<file path="src/rtl/mc_ctrl.sv">
// Multi-cycle IF/ID/EX/MEM/WB sequencer for the MIPS-subset datapath.
// Drives per-step enables and mux selects and counts retired instructions.
module mc_ctrl #(
  parameter int CNT_W = 32
) (
  input  logic             clk,
  input  logic             rst_n,
  input  logic [5:0]       OpCode,
  input  logic [5:0]       funct,
  input  logic             zero,
  input  logic             mem_ack,
  output logic             imem_req,
  output logic             dmem_req,
  output logic             MemW,
  output logic             ir_we,
  output logic             pc_we,
  output logic [1:0]       pc_src,
  output logic             RegW,
  output logic             RegDst,
  output logic             Mem2R,
  output logic             Alusrc,
  output logic             ExtOp,
  output logic [4:0]       Aluctrl,
  output logic [2:0]       state,
  output logic             illegal,
  output logic [CNT_W-1:0] retired
);

  typedef enum logic [2:0] {
    S_IF  = 3'd0,
    S_ID  = 3'd1,
    S_EX  = 3'd2,
    S_MEM = 3'd3,
    S_WB  = 3'd4
  } state_t;

  localparam logic [5:0] OP_RTYPE = 6'b000000;
  localparam logic [5:0] OP_J     = 6'b000010;
  localparam logic [5:0] OP_BEQ   = 6'b000100;
  localparam logic [5:0] OP_ORI   = 6'b001101;
  localparam logic [5:0] OP_LUI   = 6'b001111;
  localparam logic [5:0] OP_LW    = 6'b100011;
  localparam logic [5:0] OP_SW    = 6'b101011;
  localparam logic [5:0] FN_ADDU  = 6'b100001;
  localparam logic [5:0] FN_SUBU  = 6'b100011;

  localparam logic [4:0] ALUOP_ADDU = 5'd1;
  localparam logic [4:0] ALUOP_SUBU = 5'd2;
  localparam logic [4:0] ALUOP_OR   = 5'd4;
  localparam logic [4:0] ALUOP_LUI  = 5'd8;
  localparam logic       EXT_ZERO   = 1'b0;
  localparam logic       EXT_SIGNED = 1'b1;

  state_t           cur_q;
  state_t           nxt;
  logic             retire;
  logic [CNT_W-1:0] cnt_q;

  logic is_addu, is_subu, is_rv, is_j, is_beq, is_ori, is_lui, is_lw, is_sw, legal;

  always_comb begin
    is_addu = (OpCode == OP_RTYPE) && (funct == FN_ADDU);
    is_subu = (OpCode == OP_RTYPE) && (funct == FN_SUBU);
    is_rv   = is_addu || is_subu;
    is_j    = (OpCode == OP_J);
    is_beq  = (OpCode == OP_BEQ);
    is_ori  = (OpCode == OP_ORI);
    is_lui  = (OpCode == OP_LUI);
    is_lw   = (OpCode == OP_LW);
    is_sw   = (OpCode == OP_SW);
    legal   = is_rv || is_j || is_beq || is_ori || is_lui || is_lw || is_sw;
  end

  // Next state and the "last cycle of an instruction" strobe
  always_comb begin
    nxt    = cur_q;
    retire = 1'b0;
    case (cur_q)
      S_IF: if (mem_ack) nxt = S_ID;
      S_ID: begin
        if (is_j || !legal) begin
          nxt    = S_IF;
          retire = 1'b1;
        end else begin
          nxt = S_EX;
        end
      end
      S_EX: begin
        if (is_lw || is_sw) begin
          nxt = S_MEM;
        end else if (is_beq) begin
          nxt    = S_IF;
          retire = 1'b1;
        end else if (is_rv || is_ori || is_lui) begin
          nxt = S_WB;
        end else begin
          nxt = S_IF;
        end
      end
      S_MEM: begin
        if (mem_ack) begin
          if (is_lw) begin
            nxt = S_WB;
          end else begin
            nxt    = S_IF;
            retire = 1'b1;
          end
        end
      end
      S_WB: begin
        nxt    = S_IF;
        retire = 1'b1;
      end
      default: nxt = S_IF;
    endcase
  end

  always_ff @(posedge clk or negedge rst_n) begin
    if (!rst_n) begin
      cur_q <= S_IF;
      cnt_q <= '0;
    end else begin
      cur_q <= nxt;
      if (retire) cnt_q <= cnt_q + {{(CNT_W-1){1'b0}}, 1'b1};
    end
  end

  // Strobes follow the current step; IF strobes are masked while rst_n is low
  // so nothing is written during reset even if mem_ack is high.
  always_comb begin
    imem_req = 1'b0;
    dmem_req = 1'b0;
    MemW     = 1'b0;
    ir_we    = 1'b0;
    pc_we    = 1'b0;
    pc_src   = 2'd0;
    RegW     = 1'b0;
    RegDst   = 1'b0;
    Mem2R    = 1'b0;
    Alusrc   = 1'b0;
    ExtOp    = EXT_ZERO;
    Aluctrl  = 5'd0;
    illegal  = 1'b0;
    case (cur_q)
      S_IF: begin
        imem_req = 1'b1;
        ir_we    = mem_ack && rst_n;
        pc_we    = mem_ack && rst_n;
      end
      S_ID: begin
        if (is_j) begin
          pc_we  = 1'b1;
          pc_src = 2'd2;
        end
        illegal = !legal;
      end
      S_EX: begin
        if (is_rv) begin
          RegDst  = 1'b1;
          Aluctrl = is_addu ? ALUOP_ADDU : ALUOP_SUBU;
        end else if (is_lw || is_sw) begin
          Alusrc  = 1'b1;
          ExtOp   = EXT_SIGNED;
          Aluctrl = ALUOP_ADDU;
        end else if (is_ori) begin
          Alusrc  = 1'b1;
          ExtOp   = EXT_ZERO;
          Aluctrl = ALUOP_OR;
        end else if (is_lui) begin
          Alusrc  = 1'b1;
          Aluctrl = ALUOP_LUI;
        end else if (is_beq) begin
          Aluctrl = ALUOP_SUBU;
          ExtOp   = EXT_SIGNED;
          pc_we   = zero;
          pc_src  = zero ? 2'd1 : 2'd0;
        end
      end
      S_MEM: begin
        dmem_req = 1'b1;
        MemW     = is_sw;
      end
      S_WB: begin
        RegW   = 1'b1;
        RegDst = is_rv;
        Mem2R  = is_lw;
      end
      default: ;
    endcase
  end

  assign state   = cur_q;
  assign retired = cnt_q;

endmodule

</file>
<file path="config.mk">
export PLATFORM = sky130hd
export DESIGN_NAME = mc_ctrl
export DESIGN_NICKNAME = d
export VERILOG_FILES = /design/src/rtl/mc_ctrl.sv
export SDC_FILE = /design/constraint.sdc
export NUM_CORES = 1
export LEC_CHECK = 0
export BUFFER_PORTS_ARGS = -buffer_cell sky130_fd_sc_hd__buf_2
export CAP_MARGIN = 20
export CELL_PAD_IN_SITES_DETAIL_PLACEMENT = 1
export CELL_PAD_IN_SITES_GLOBAL_PLACEMENT = 2
export CORE_UTILIZATION = 32
export CTS_BUF_LIST = sky130_fd_sc_hd__clkbuf_8
export CTS_CLUSTER_SIZE = 16
export DETAILED_ROUTE_END_ITERATION = 6
export PLACE_DENSITY_LB_ADDON = 0.1
export REMOVE_ABC_BUFFERS = 1
export SLEW_MARGIN = 10
export SYNTH_ARGS = -nofsm -noshare
export SYNTH_HDL_FRONTEND = slang
export SYNTH_SLANG_ARGS = --single-unit
</file>
<file path="constraint.sdc">
create_clock -name clk -period 2.86 [get_ports clk]
set_input_delay 0.715 -clock clk [delete_from_list [all_inputs] [get_ports clk]]
set_output_delay 0.715 -clock clk [all_outputs]
set_load 0.01 [all_outputs]
</file>
==> results.py, run 1 <==
metrics = {
    "outcome": {
        "status": "finished with violations",
        "violations": "design-rule violations",
    },
    "cts": {
        "insertion_delay_ps": 290,
        "htreeDepth": 2,
        "cts_setup_buffers": 0,
        "cts_buffer_depth": 2,
        "cts-root-buf": "clkbuf_8",
        "cts.reportedPaths.clkPinSlew_ps": 70,
        "clock-sinks": 35,
        "cts_tree": "done",
        "post_cts_resize_count": 0,
        "cts_hold_buf": 0,
        "cts_buffers": 5,
    },
    "timing": {
        "setup_viol": 0,
        "hold_viol_final": 0,
        "tns_ps": 0,
        "min_period_ps": 2600,
        "max_freq_mhz": 385,
        "period_share": 0.908,
        "fin_worst_skew_ps": 10.4,
        "relSlewSlack": 0.564,
        "drv_slew": 0,
        "tightest_slew_ps": 651,
        "rsz0062_at_grt": "false",
    },
    "power_and_ir_drop": {
        "p_leak_uw": 0.00107,
        "peakVddDrop_uv": 942,
        "power.density_nw_per_um2": 1080,
        "finalPower_uw": 2940,
    },
    "logic_synthesis": {
        "async_flop_share": 1.00,
        "synth_xor_area_frac": 0.125,
        "yosysTopAreaCell": "dfrtp_1",
        "synth_common_cells": "dfrtp_1, xor2_1, a21oi_1",
        "avgSynthCellArea_um2": 10.1,
        "yosys.area_share.adder": 0.00578,
        "synth_area_leaders": "dfrtp_1, xor2_1, a2111oi_2",
        "ys_ff_latch": 35,
        "synth_compound_area_frac": 0.177,
        "ys_types": 44,
        "synth_top_family_by_area": "simple AND/OR/NAND/NOR gates",
        "synth_most_common_cell": "dfrtp_1",
        "synthFlopType": "dfrtp_1",
        "synth_area_um2": 2160,
        "synth-edff-count": 0,
        "yosysSeqAreaShare": 0.405,
        "synth_mux_area_frac": 0.00520,
        "synthDominantCellAreaShare": 0.405,
        "synth-simple-area-share": 0.241,
        "syn_inst": 214,
        "synth_warnings": 0,
    },
    "worst_setup_path": {
        "crit_type": "flop to primary output",
        "critPathMaxStageDelay_ps": 500,
        "r2r_end": "retired[1]",
        "cpMostUsedCell": "nor2b_1",
        "r2r.worst_path.cells": 5,
        "critPathRequiredTime_ps": 2140,
        "worst_setup_path_start_kind": "flop",
        "worst-path-buf-inv": 1,
        "cp_cell_sequence": "nor2b_1, nor2b_1, and3_1, or3_1, buf_2",
        "crit_path_top_delay_cell": "dfrtp_1",
        "crit-reg2reg-launch": "state[1]",
        "path_delay_family": "simple AND/OR/NAND/NOR gates",
        "r2r_setup_slack_ps": 780,
        "worstPathArrival_ps": 1880,
        "worst-path-stages": 5,
        "cp-end-kind": "primary output",
        "cp_max_fo": 11,
    },
    "global_route": {
        "grt_max_degree": 36,
        "grt-ovfl-total": 0,
        "grt_pass1_vias": 1934,
        "antenna_found_initial": 0,
        "track_usage": 0.178,
        "grt_pass1_wl_um": 10200,
    },
    "route": {
        "wl_per_cell_um": 16.2,
        "vias": 1890,
        "routed_via_density": 5.24,
        "drt_iter0_drc": 83,
        "detail-route-antenna-nets": 0,
        "wirelength_um": 5850,
        "drt_pass1_iterations": 6,
        "drc": 14,
    },
    "floorplan": {
        "core_area_um2": 6420,
        "initial_utilization": 0.337,
        "io-pin-count": 69,
        "dieArea_um2": 7100,
        "fp.dieW_um": 84.2,
        "rows": 29,
        "die_h_um": 84.2,
    },
    "min_path": {
        "hp-class": "flop to flop",
        "worstHoldPathCells": 1,
        "hp-start": "retired[31]",
        "whs_endpoint": "retired[31]",
    },
    "final_layout": {
        "syn_to_final_growth_pct": 25.8,
        "fin_nets": 300,
        "finalInstanceArea_um2": 2720,
        "final_core_util": 0.424,
        "n_antenna_cell": 0,
        "drive_gt1_frac": 0.356,
        "final_cell_count_no_fill": 361,
    },
    "place": {
        "placed_cells": 353,
        "dp_hpwl_um": 4300,
        "place_area_um2": 2590,
        "io_buffers": 67,
        "place_congestion": 0.766,
    },
    "run": {
        "cap_violations": 0,
    },
}
sequential cells by signal, indices dropped and copies added, names as in the netlist:
name and flops:
state 3, retired 32
placed cells by master (no fill, tap or decap), types with 9 or more instances in the layout:
cell type and count:
buf_2 67, dfrtp_1 35, xor2_1 29, a21oi_1 14
nand4_1 13, nand2_1 12, nor2_1 12, nand3_1 12
a2111oi_2 10, a211oi_1 9
stage by stage:
step	hold slack, ps	setup slack (ps)
final	465	262
after global routing	498	133
after CTS	472	245
after detailed placement	456	265
after global placement	456	265
after floorplan	419	189
metal layers:
metal | share of wire | vias to the layer above | GRT usage | routed length (µm)
met5 | 0 | - | 0 | 0
li1 | - | 927 | - | -
met2 | 0.44 | 51 | 0.263 | 2560
met4 | 0.0086 | 0 | 0.0423 | 50
met3 | 0.054 | 5 | 0.0344 | 315
met1 | 0.50 | 907 | 0.266 | 2920
how the worst max path moves through the flow:
stage          startpoint    endpoint  slack, ps
6_report         state[1]       pc_we        260
5_1_grt          state[1]  Aluctrl[3]        130
4_1_cts          state[1]       pc_we        250
3_5_place_dp    OpCode[2]       pc_we        260
3_3_place_gp    OpCode[0]       pc_we        270
2_1_floorplan   OpCode[1]     illegal        190
report_power, final:
group	switching [µW]	internal [µW]	leakage [µW]
Sequential	271	693	0.000345
Combinational	918	514	0.000665
Clock	193	348	0.0000644
Total	1380	1550	0.00107
kinds of logic (layout without fill, tap and decap cells):
| family | Yosys count | count (layout) |
|---|---|---|
| buffers and inverters | 17 | 87 |
| multiplexers | 1 | 1 |
| other | 1 | 1 |
| flip-flops | 35 | 35 |
| AND/OR/NAND/NOR | 87 | 87 |
| adder cells (fa/ha/maj) | 1 | 1 |
| AO/OA/AOI/OAI | 41 | 41 |
| XOR/XNOR | 31 | 31 |
final cells by class:
type                    instances  area [µm²]
fillers                       752        3700
multi-input cells             162        1200
flip-flops and latches         35         876
repair buffers                 72         385
well taps                      77        96.3
clock buffers                   5        68.8
clock inverters                 3        67.6
inverters                       7        26.3
No activity file was read; power rests on OpenSTA's default activity.
==> run 2: changes to the inputs <==
CORE_UTILIZATION = 34   (was 32)
clock period = 3.3 ns   (was 2.86 ns; I/O delays follow)
==> results.py, run 2 (synthesis results as in run 1) <==
metrics = {
    "outcome": {
        "status": "finished clean",
    },
    "floorplan": {
        "fp.dieW_um": 81.8,
        "dieArea_um2": 6690,
        "die_h_um": 81.8,
        "rows": 28,
        "io-pin-count": 69,
        "core_area_um2": 6030,
        "initial_utilization": 0.359,
    },
    "global_route": {
        "grt_pass1_vias": 1895,
        "track_usage": 0.193,
        "antenna_found_initial": 0,
        "grt_pass1_wl_um": 9740,
        "grt-ovfl-total": 0,
        "grt_max_degree": 36,
    },
    "worst_setup_path": {
        "cp_cell_sequence": "buf_2, nor4_4, and2_1, and3_1, or3_1, buf_2",
        "cp_max_fo": 6,
        "path_delay_family": "simple AND/OR/NAND/NOR gates",
        "critPathMaxStageDelay_ps": 480,
        "critPathRequiredTime_ps": 2470,
        "crit_path_top_delay_cell": "nor4_4",
        "worstPathArrival_ps": 2080,
        "cp-end-kind": "primary output",
        "crit_type": "input pin to primary output",
        "worst_setup_path_start_kind": "input pin",
        "cpMostUsedCell": "buf_2",
        "worst-path-buf-inv": 2,
    },
    "final_layout": {
        "largest_register_ff_count": 32,
        "n_antenna_cell": 0,
        "syn_to_final_growth_pct": 23.2,
        "drive_gt1_frac": 0.349,
        "layout_common_cells": "buf_2, dfrtp_1, xor2_1",
        "layout_commonest_cell": "buf_2",
        "fin_nets": 297,
    },
    "cts": {
        "insertion_delay_ps": 290,
        "post_cts_resize_count": 0,
        "cts_buffers": 5,
        "cts_setup_buffers": 0,
        "clock-sinks": 35,
        "cts.reportedPaths.clkPinSlew_ps": 70,
        "cts_hold_buf": 0,
        "cts_buffer_depth": 2,
        "cts-root-buf": "clkbuf_8",
        "cts_tree": "done",
        "htreeDepth": 2,
    },
    "timing": {
        "fin_worst_skew_ps": 11.9,
        "min_period_ps": 2910,
        "hold_viol_final": 0,
        "drv_slew": 0,
        "tns_ps": 0,
        "rsz0062_at_grt": "false",
        "period_share": 0.881,
        "relSlewSlack": 0.539,
        "max_freq_mhz": 344,
        "tightest_slew_ps": 689,
        "setup_viol": 0,
    },
    "place": {
        "io_buffers": 67,
        "place_congestion": 0.725,
        "dp_hpwl_um": 4230,
    },
    "route": {
        "wirelength_um": 5940,
        "wl_per_cell_um": 16.7,
        "detail-route-antenna-nets": 0,
        "routed_via_density": 5.38,
        "drc": 0,
        "drt_iter0_drc": 63,
        "vias": 1915,
        "drt_pass1_iterations": 4,
    },
    "power_and_ir_drop": {
        "peakVddDrop_uv": 574,
        "finalPower_uw": 2470,
        "power.density_nw_per_um2": 924,
        "p_leak_uw": 0.00105,
    },
    "run": {
        "cap_violations": 0,
    },
    "min_path": {
        "hp-class": "flop to flop",
    },
}
-- run 2: path summary, 6_finish.rpt --
| check | startpoint | end | slack, ps | cells after the start |
|---|---|---|---|---|
| max in group asynchronous | rst_n | retired[30] | 2370 | 2 |
| setup / recovery | OpCode[0] | pc_we | 390 | 6 |
| min in group asynchronous | rst_n | retired[9] | 600 | 2 |
| hold / removal | retired[31] | retired[31] | 470 | 1 |
| setup reg to reg | retired[12] | retired[26] | 1160 | 5 |
| hold reg to reg | retired[31] | retired[31] | 470 | 1 |
-- run 2: final cells by class --
cell class / count / area [µm²]
Inverter: 7 / 26.3
Sequential cell: 35 / 876
Fill cell: 726 / 3360
Clock buffer: 6 / 82.6
Clock inverter: 2 / 35.0
Multi-Input combinational cell: 162 / 1200
Timing Repair Buffer: 69 / 350
Tap cell: 75 / 93.8
-- run 2: through the flow --
step	worst slack [ps]	utilization	hold WS (ps)	instance area [µm²]	cells
5_1_grt	274	0.443	509	2670	356
4_1_cts	392	0.443	488	2670	356
3_3_place_gp	407	0.423	456	2550	348
2_1_floorplan	409	-	504	2110	204
3_5_place_dp	396	0.423	473	2550	348
6_report	394	0.443	475	2670	356
-- run 2: per-layer routing --
| layer | vias to the layer above | routed length (µm) | part of all wire | global-route usage |
|---|---|---|---|---|
| met4 | 0 | 72 | 0.012 | 0.0579 |
| met2 | 50 | 2910 | 0.49 | 0.331 |
| li1 | 920 | - | - | - |
| met5 | - | 0 | 0 | 0 |
| met1 | 937 | 2680 | 0.45 | 0.243 |
| met3 | 8 | 278 | 0.047 | 0.0356 |
-- run 2: power breakdown --
| group | switching, µW | internal (µW) | total [µW] |
|---|---|---|---|
| sequential | 246 | 600 | 846 |
| clock | 162 | 245 | 406 |
| combinational | 809 | 404 | 1210 |
